===== config.mk =====
export PLATFORM = sky130hd
export DESIGN_NAME = pipeline_fanout
export DESIGN_NICKNAME = d
export VERILOG_FILES = /design/src/rtl/pipeline_fanout.sv
export SDC_FILE = /design/constraint.sdc
export NUM_CORES = 1
export LEC_CHECK = 0
export ABC_AREA = 1
export BUFFER_PORTS_ARGS = -buffer_cell sky130_fd_sc_hd__buf_2
export CAP_MARGIN = 20
export CORE_UTILIZATION = 59
export CTS_CLUSTER_DIAMETER = 40
export DETAILED_ROUTE_END_ITERATION = 8
export MAX_ROUTING_LAYER = met4
export PLACE_DENSITY = 0.93
export SYNTH_ARGS = -nofsm -noshare
export SYNTH_HDL_FRONTEND = slang
export SYNTH_SLANG_ARGS = --single-unit

===== constraint.sdc =====
create_clock -name clk -period 8.93 [get_ports clk]
set_input_delay 0.893 -clock clk [delete_from_list [all_inputs] [get_ports clk]]
set_output_delay 0.893 -clock clk [all_outputs]
set_load 0.005 [all_outputs]

===== src/rtl/pipeline_fanout.sv =====
// Broadcasts one accepted sample to effect pipelines A and B, collects both results
// (or silence on timeout) and presents them to the mixer as a one-cycle valid pair.
module pipeline_fanout #(
  parameter int data_width     = 16,
  parameter int timeout_cycles = 1023
) (
  input  logic                  clk,
  input  logic                  reset,
  input  logic [data_width-1:0] in_sample,
  input  logic                  in_sample_valid,
  input  logic                  active_a,
  input  logic                  active_b,
  output logic [data_width-1:0] pipe_sample,
  output logic                  pipe_a_start,
  output logic                  pipe_b_start,
  input  logic [data_width-1:0] pipe_a_result,
  input  logic                  pipe_a_done,
  input  logic [data_width-1:0] pipe_b_result,
  input  logic                  pipe_b_done,
  output logic [data_width-1:0] out_sample_a,
  output logic [data_width-1:0] out_sample_b,
  output logic                  out_samples_valid,
  output logic                  busy,
  output logic                  timeout_a,
  output logic                  timeout_b,
  output logic                  overrun,
  input  logic                  clear_flags
);

  // state      | meaning
  // st_idle    | waiting for in_sample_valid
  // st_wait    | starts issued, collecting pipeline results (busy)
  // st_present | out_samples_valid high; a new sample may be accepted here
  typedef enum logic [1:0] {
    st_idle,
    st_wait,
    st_present
  } state_t;

  state_t state, state_nxt;

  logic                  act_a, act_b, act_a_nxt, act_b_nxt;
  logic                  got_a, got_b, got_a_nxt, got_b_nxt;
  logic [data_width-1:0] res_a, res_b, res_a_nxt, res_b_nxt;
  logic [15:0]           cnt, cnt_nxt;
  logic [data_width-1:0] pipe_sample_nxt;
  logic                  pipe_a_start_nxt, pipe_b_start_nxt;
  logic [data_width-1:0] out_sample_a_nxt, out_sample_b_nxt;
  logic                  out_samples_valid_nxt, busy_nxt;
  logic                  timeout_a_nxt, timeout_b_nxt, overrun_nxt;

  logic                  cap_a, cap_b, have_a, have_b;
  logic [data_width-1:0] val_a, val_b;

  // First done from an active pipe wins; later or inactive dones are ignored.
  assign cap_a  = act_a & ~got_a & pipe_a_done;
  assign cap_b  = act_b & ~got_b & pipe_b_done;
  assign have_a = ~act_a | got_a | cap_a;
  assign have_b = ~act_b | got_b | cap_b;
  assign val_a  = cap_a ? pipe_a_result : res_a;
  assign val_b  = cap_b ? pipe_b_result : res_b;

  always_comb begin
    state_nxt             = state;
    act_a_nxt             = act_a;
    act_b_nxt             = act_b;
    got_a_nxt             = got_a;
    got_b_nxt             = got_b;
    res_a_nxt             = res_a;
    res_b_nxt             = res_b;
    cnt_nxt               = cnt;
    pipe_sample_nxt       = pipe_sample;
    pipe_a_start_nxt      = 1'b0;
    pipe_b_start_nxt      = 1'b0;
    out_sample_a_nxt      = out_sample_a;
    out_sample_b_nxt      = out_sample_b;
    out_samples_valid_nxt = 1'b0;
    timeout_a_nxt         = clear_flags ? 1'b0 : timeout_a;
    timeout_b_nxt         = clear_flags ? 1'b0 : timeout_b;
    overrun_nxt           = clear_flags ? 1'b0 : overrun;

    case (state)
      st_idle, st_present: begin
        state_nxt = st_idle;
        if (in_sample_valid) begin
          pipe_sample_nxt = in_sample;
          act_a_nxt       = active_a;
          act_b_nxt       = active_b;
          if (active_a || active_b) begin
            pipe_a_start_nxt = active_a;
            pipe_b_start_nxt = active_b;
            got_a_nxt        = 1'b0;
            got_b_nxt        = 1'b0;
            // Down-counter: reaches zero in the last allowed WAIT cycle.
            cnt_nxt          = 16'(timeout_cycles);
            state_nxt        = st_wait;
          end else begin
            out_sample_a_nxt      = '0;
            out_sample_b_nxt      = '0;
            out_samples_valid_nxt = 1'b1;
          end
        end
      end

      st_wait: begin
        if (in_sample_valid) overrun_nxt = 1'b1;
        if (cap_a) begin
          res_a_nxt = pipe_a_result;
          got_a_nxt = 1'b1;
        end
        if (cap_b) begin
          res_b_nxt = pipe_b_result;
          got_b_nxt = 1'b1;
        end
        if ((have_a && have_b) || cnt == '0) begin
          out_sample_a_nxt      = (act_a && have_a) ? val_a : '0;
          out_sample_b_nxt      = (act_b && have_b) ? val_b : '0;
          if (act_a && !have_a) timeout_a_nxt = 1'b1;
          if (act_b && !have_b) timeout_b_nxt = 1'b1;
          out_samples_valid_nxt = 1'b1;
          state_nxt             = st_present;
        end else begin
          cnt_nxt = cnt - 16'd1;
        end
      end

      default: state_nxt = st_idle;
    endcase

    busy_nxt = (state_nxt == st_wait);
  end

  always_ff @(posedge clk or posedge reset) begin
    if (reset) begin
      state             <= st_idle;
      act_a             <= 1'b0;
      act_b             <= 1'b0;
      got_a             <= 1'b0;
      got_b             <= 1'b0;
      res_a             <= '0;
      res_b             <= '0;
      cnt               <= '0;
      pipe_sample       <= '0;
      pipe_a_start      <= 1'b0;
      pipe_b_start      <= 1'b0;
      out_sample_a      <= '0;
      out_sample_b      <= '0;
      out_samples_valid <= 1'b0;
      busy              <= 1'b0;
      timeout_a         <= 1'b0;
      timeout_b         <= 1'b0;
      overrun           <= 1'b0;
    end else begin
      state             <= state_nxt;
      act_a             <= act_a_nxt;
      act_b             <= act_b_nxt;
      got_a             <= got_a_nxt;
      got_b             <= got_b_nxt;
      res_a             <= res_a_nxt;
      res_b             <= res_b_nxt;
      cnt               <= cnt_nxt;
      pipe_sample       <= pipe_sample_nxt;
      pipe_a_start      <= pipe_a_start_nxt;
      pipe_b_start      <= pipe_b_start_nxt;
      out_sample_a      <= out_sample_a_nxt;
      out_sample_b      <= out_sample_b_nxt;
      out_samples_valid <= out_samples_valid_nxt;
      busy              <= busy_nxt;
      timeout_a         <= timeout_a_nxt;
      timeout_b         <= timeout_b_nxt;
      overrun           <= overrun_nxt;
    end
  end

endmodule


==> reports/results.env <==
SETUP.REG_TO_REG.WORST_SLACK_PS=6350
DRT_ITER0_MARKERS=383
WORST-PATH-STAGES=9
POST-LAYOUT-TOTAL-POWER_mW=1.66
WORSTREGTOREGCELLS=8
SETUP-TNS-FINAL_PS=0
HOLD_BUFFERS=0
ROUTE.DETAILED.WL_PER_INST_UM=14.0
CTS_TREE='built'
FIN_NETS=787
DIE_AREA_MM2=0.00897
YOSYS_REGISTER_BITS=109
SYNTH.MOST_COMMON_CELL='nand2_1'
SETUP_REPAIR_AFTER_GLOBAL_ROUTING_MISSED_ITS_MARGIN='no'
SYNTHESIS_WARNING_TOTAL=0
IOPINCOUNT=111
TIMING.MAX_CAP.VIOLATIONS=0
SETUP.WORST_PATH.END_CLASS='flop'
HTREE_LEVELS=3
FINAL-SETUP-VIOL-COUNT=0
CRITICALPATHCATEGORY='input pin to flop'
HOLD_VIOLATIONS=0
PATH_CLK_SLEW_PS=100
PLACE.DETAILED.HPWL_UM=8000
YS_SEQ_AREA_SHARE_PCT=53.8
CP_DATA_ARRIVAL_TIME_PS=2850
CRIT_PATH_START='in_sample_valid'
GRT_REMAINING_OVERFLOW=0
SYNTH_LARGEST_AREA_CELL='dfrtp_1'
FINALCLOCKSKEW_PS=13.8
HOLD_PATH_CLASS='flop to flop'
GRT_UTIL_MET2_PCT=47.0
ANTENNA_FOUND_INITIAL=0
INITIAL_UTILIZATION_PCT=61.4
PORT_BUFFERS=110
SYNTHFLOPTYPE='dfrtp_1'
CRIT-REG2REG-CAPTURE='out_sample_a[15]$_DFFE_PP0P_'
MAXIMUM_NUMBER_OF_PINS_ON_ONE_NET_BEFORE_GLOBAL_ROUTE_REPAIR=61
CTS_BUFFERS=9
CRIT_BUF_INV=3
GRT_PASS1_WL_UM=19400
SYNTHARSTFLOPSHARE_PCT=100
SYNTH_UNIQUE_CELLS=23
TOP_USAGE_LAYER='met2'
DETAIL_ROUTE.WIRELENGTH_UM=11700
CELLPOWERDENSITY_mW_PER_MM2=287
CLK-INSERTION-DELAY-LATE_PS=370
LARGEST_FANOUT_ON_THE_CRITICAL_PATH=24
SYN-NUM-NETS=695
LAYOUT_WORST_PATH_CYCLE_SHARE_PCT=29.2
SYNTH-EDFF-COUNT=0
IR_WORST_VDD_V=0.000146
POST_CTS.RESIZED_INSTANCES=0
USE_MET1_PCT=35.6
SYNTH_CELLS=638
DRC=0
DR.PASS1.ITERS=5
GR-USAGE-ALL-LAYERS_PCT=28.6
RUN_STATUS='complete, no violations'
ANTENNA_VIOLATING_NETS_POST_ROUTE=0
CPMOSTUSEDCELL='nor2_1'
SYNTH.CELLS.MOST_FREQUENT='181 x nand2_1, 109 x dfrtp_1, 65 x nor2_1'
LAYOUT_MIN_CYCLE_TIME_PS=2610
R2R_START='state[0]$_DFF_PP0_'
PLACE.GP.CONGESTION=0.913
DRIVE_ABOVE_1_SHARE_PCT=19.6
WORST_PIN_SLEW_PS=1040
SYNTH.CELL_AREA_MM2=0.00507
CORE_AREA_MM2=0.00826
POST-CTS-SETUP-BUFFERS=0
MET3_USAGE_IN_GLOBAL_ROUTING_PCT=5.80
DPL-INSTANCE-AREA_MM2=0.00560
DRT-VIAS-PER-INSTANCE=5.43
FIRST_GLOBAL_VIAS=4402
SETUP.WORST_PATH.START_CLASS='input pin'
FINAL_MAX_SLEW_VIOL_COUNT=0
VIAS=4554
SYNTH_LARGEST_TYPE_AREA_FRACTION_PCT=53.8
AREAGROWTHSYNTHTOFINISH_PCT=14.2
POWER.LEAKAGE_nW=3.17
CTSROOTBUFFERMASTER='clkbuf_8'
DIE_H_UM=94.7
CRITICAL_PATH.CELL_CHAIN='buf_2, inv_1, nor2_4, inv_2, nor2_1, nor2_1, nand2_2, nand2_1, o21ai_1'
CRITPATHTOPFAMILY='simple AND/OR/NAND/NOR gates'
CP.REQUIRED_PS=9170
SLEW_HEADROOM_PCT=30.4
LARGEST_STAGE_DELAY_ON_THE_CRITICAL_PATH_PS=550
ROW_COUNT=33
CLOCKBUFFERDEPTH=2
LAYOUT.CELL_AREA.NON_FILLER_MM2=0.00579
FLOORPLAN.DIE.WIDTH_UM=94.7
SYNTH.AREA.TOP_CELLS='dfrtp_1 54%, nand2_1 13%, o21ai_0 6.3%'
AVGSYNTHCELLAREA_UM2=7.95
MAXCLOCKFREQUENCY_MHz=383
INSERTEDDIODECOUNT=0
CP_SLOWEST_CELL='nor2_1'
WORSTSETUPENDPOINT='cnt[4]$_DFFE_PP0P_'
NUMCLOCKSINKS=109
-- flip-flops by register name (all words and copies together), names as in the netlist --
signal,count
timeout_a,1
act_b,1
act_a,1
pipe_b_start,1
res_b,16
out_sample_a,16
out_samples_valid,1
got_b,1
out_sample_b,16
state,2
got_a,1
overrun,1
timeout_b,1
pipe_a_start,1
pipe_sample,16
res_a,16
cnt,16
busy,1
-- report_power, final --
part / total, mW / switching [mW] / leakage (nW) / internal [mW]
sequential: 0.760 / 0.0952 / 1.41 / 0.665
clock: 0.283 / 0.172 / 0.0869 / 0.111
combinational: 0.617 / 0.415 / 1.67 / 0.202
total: 1.66 / 0.682 / 3.17 / 0.978
-- worst min-delay path by stage --
stage | endpoint | slack, ps | cells after the start | startpoint
6_report | pipe_sample[4]$_DFFE_PP0P_ | 480 | 2 | pipe_sample[4]$_DFFE_PP0P_
5_1_grt | pipe_sample[1]$_DFFE_PP0P_ | 500 | 2 | pipe_sample[1]$_DFFE_PP0P_
4_1_cts | pipe_sample[1]$_DFFE_PP0P_ | 490 | 2 | pipe_sample[1]$_DFFE_PP0P_
3_5_place_dp | pipe_sample[1]$_DFFE_PP0P_ | 460 | 2 | pipe_sample[1]$_DFFE_PP0P_
3_3_place_gp | pipe_sample[3]$_DFFE_PP0P_ | 450 | 2 | pipe_sample[3]$_DFFE_PP0P_
2_1_floorplan | cnt[0]$_DFFE_PP0P_ | 460 | 2 | cnt[0]$_DFFE_PP0P_
-- cell usage in the layout, fill, tap and decap left out, types with 3 or more instances in the layout --
master	netlist	final
nand2_1	181	181
buf_2	9	110
dfrtp_1	109	109
nor2_1	65	65
o21ai_0	64	64
inv_1	59	58
nand3_1	57	57
a21oi_1	32	32
o21ai_1	15	15
clkbuf_8	0	10
nand2_2	4	4
nor2_4	3	3
inv_2	3	3
-- metal layers --
metal	share of wire, %	up-vias
li1	-	2209
met5	0	-
met1	42	2133
met3	6.5	24
met4	1.6	0
met2	50	188
-- worst min-delay path: stages (launching register included) --
cell and delay [ps]:
dfrtp_1 360, nand2_1 50, nand2_1 50
-- through the flow --
| step | setup slack (ps) | util, % | hold WS (ps) | instances |
|---|---|---|---|---|
| floorplan | 5160 | - | 465 | 638 |
| global placement | 6140 | 67.8 | 454 | 823 |
| detailed placement | 5970 | 67.8 | 459 | 823 |
| CTS | 6310 | 70.0 | 486 | 838 |
| global route | 6110 | 70.1 | 498 | 839 |
| finish | 6320 | 70.1 | 483 | 839 |
-- logic make-up (layout without fill, tap and decap cells) --
family | Yosys count | after routing | share of synthesized area, %
XOR/XNOR | 2 | 2 | 0.345
AO/OA/AOI/OAI | 114 | 114 | 11.3
adder cells (fa/ha/maj) | 1 | 1 | 0.247
flip-flops | 109 | 109 | 53.8
AND/OR/NAND/NOR | 318 | 318 | 26.2
buffers and inverters | 94 | 190 | 8.07
-- area by class of cell --
type / count / area [um2]
sequential: 109 / 2730
clock buffer: 10 / 138
timing repair buffer: 113 / 581
fill: 664 / 2470
clock inverter: 5 / 43.8
multi-input combinational: 435 / 1940
tap: 105 / 131
inverter: 62 / 235
Note: power is estimated with default switching activity, not from simulation.
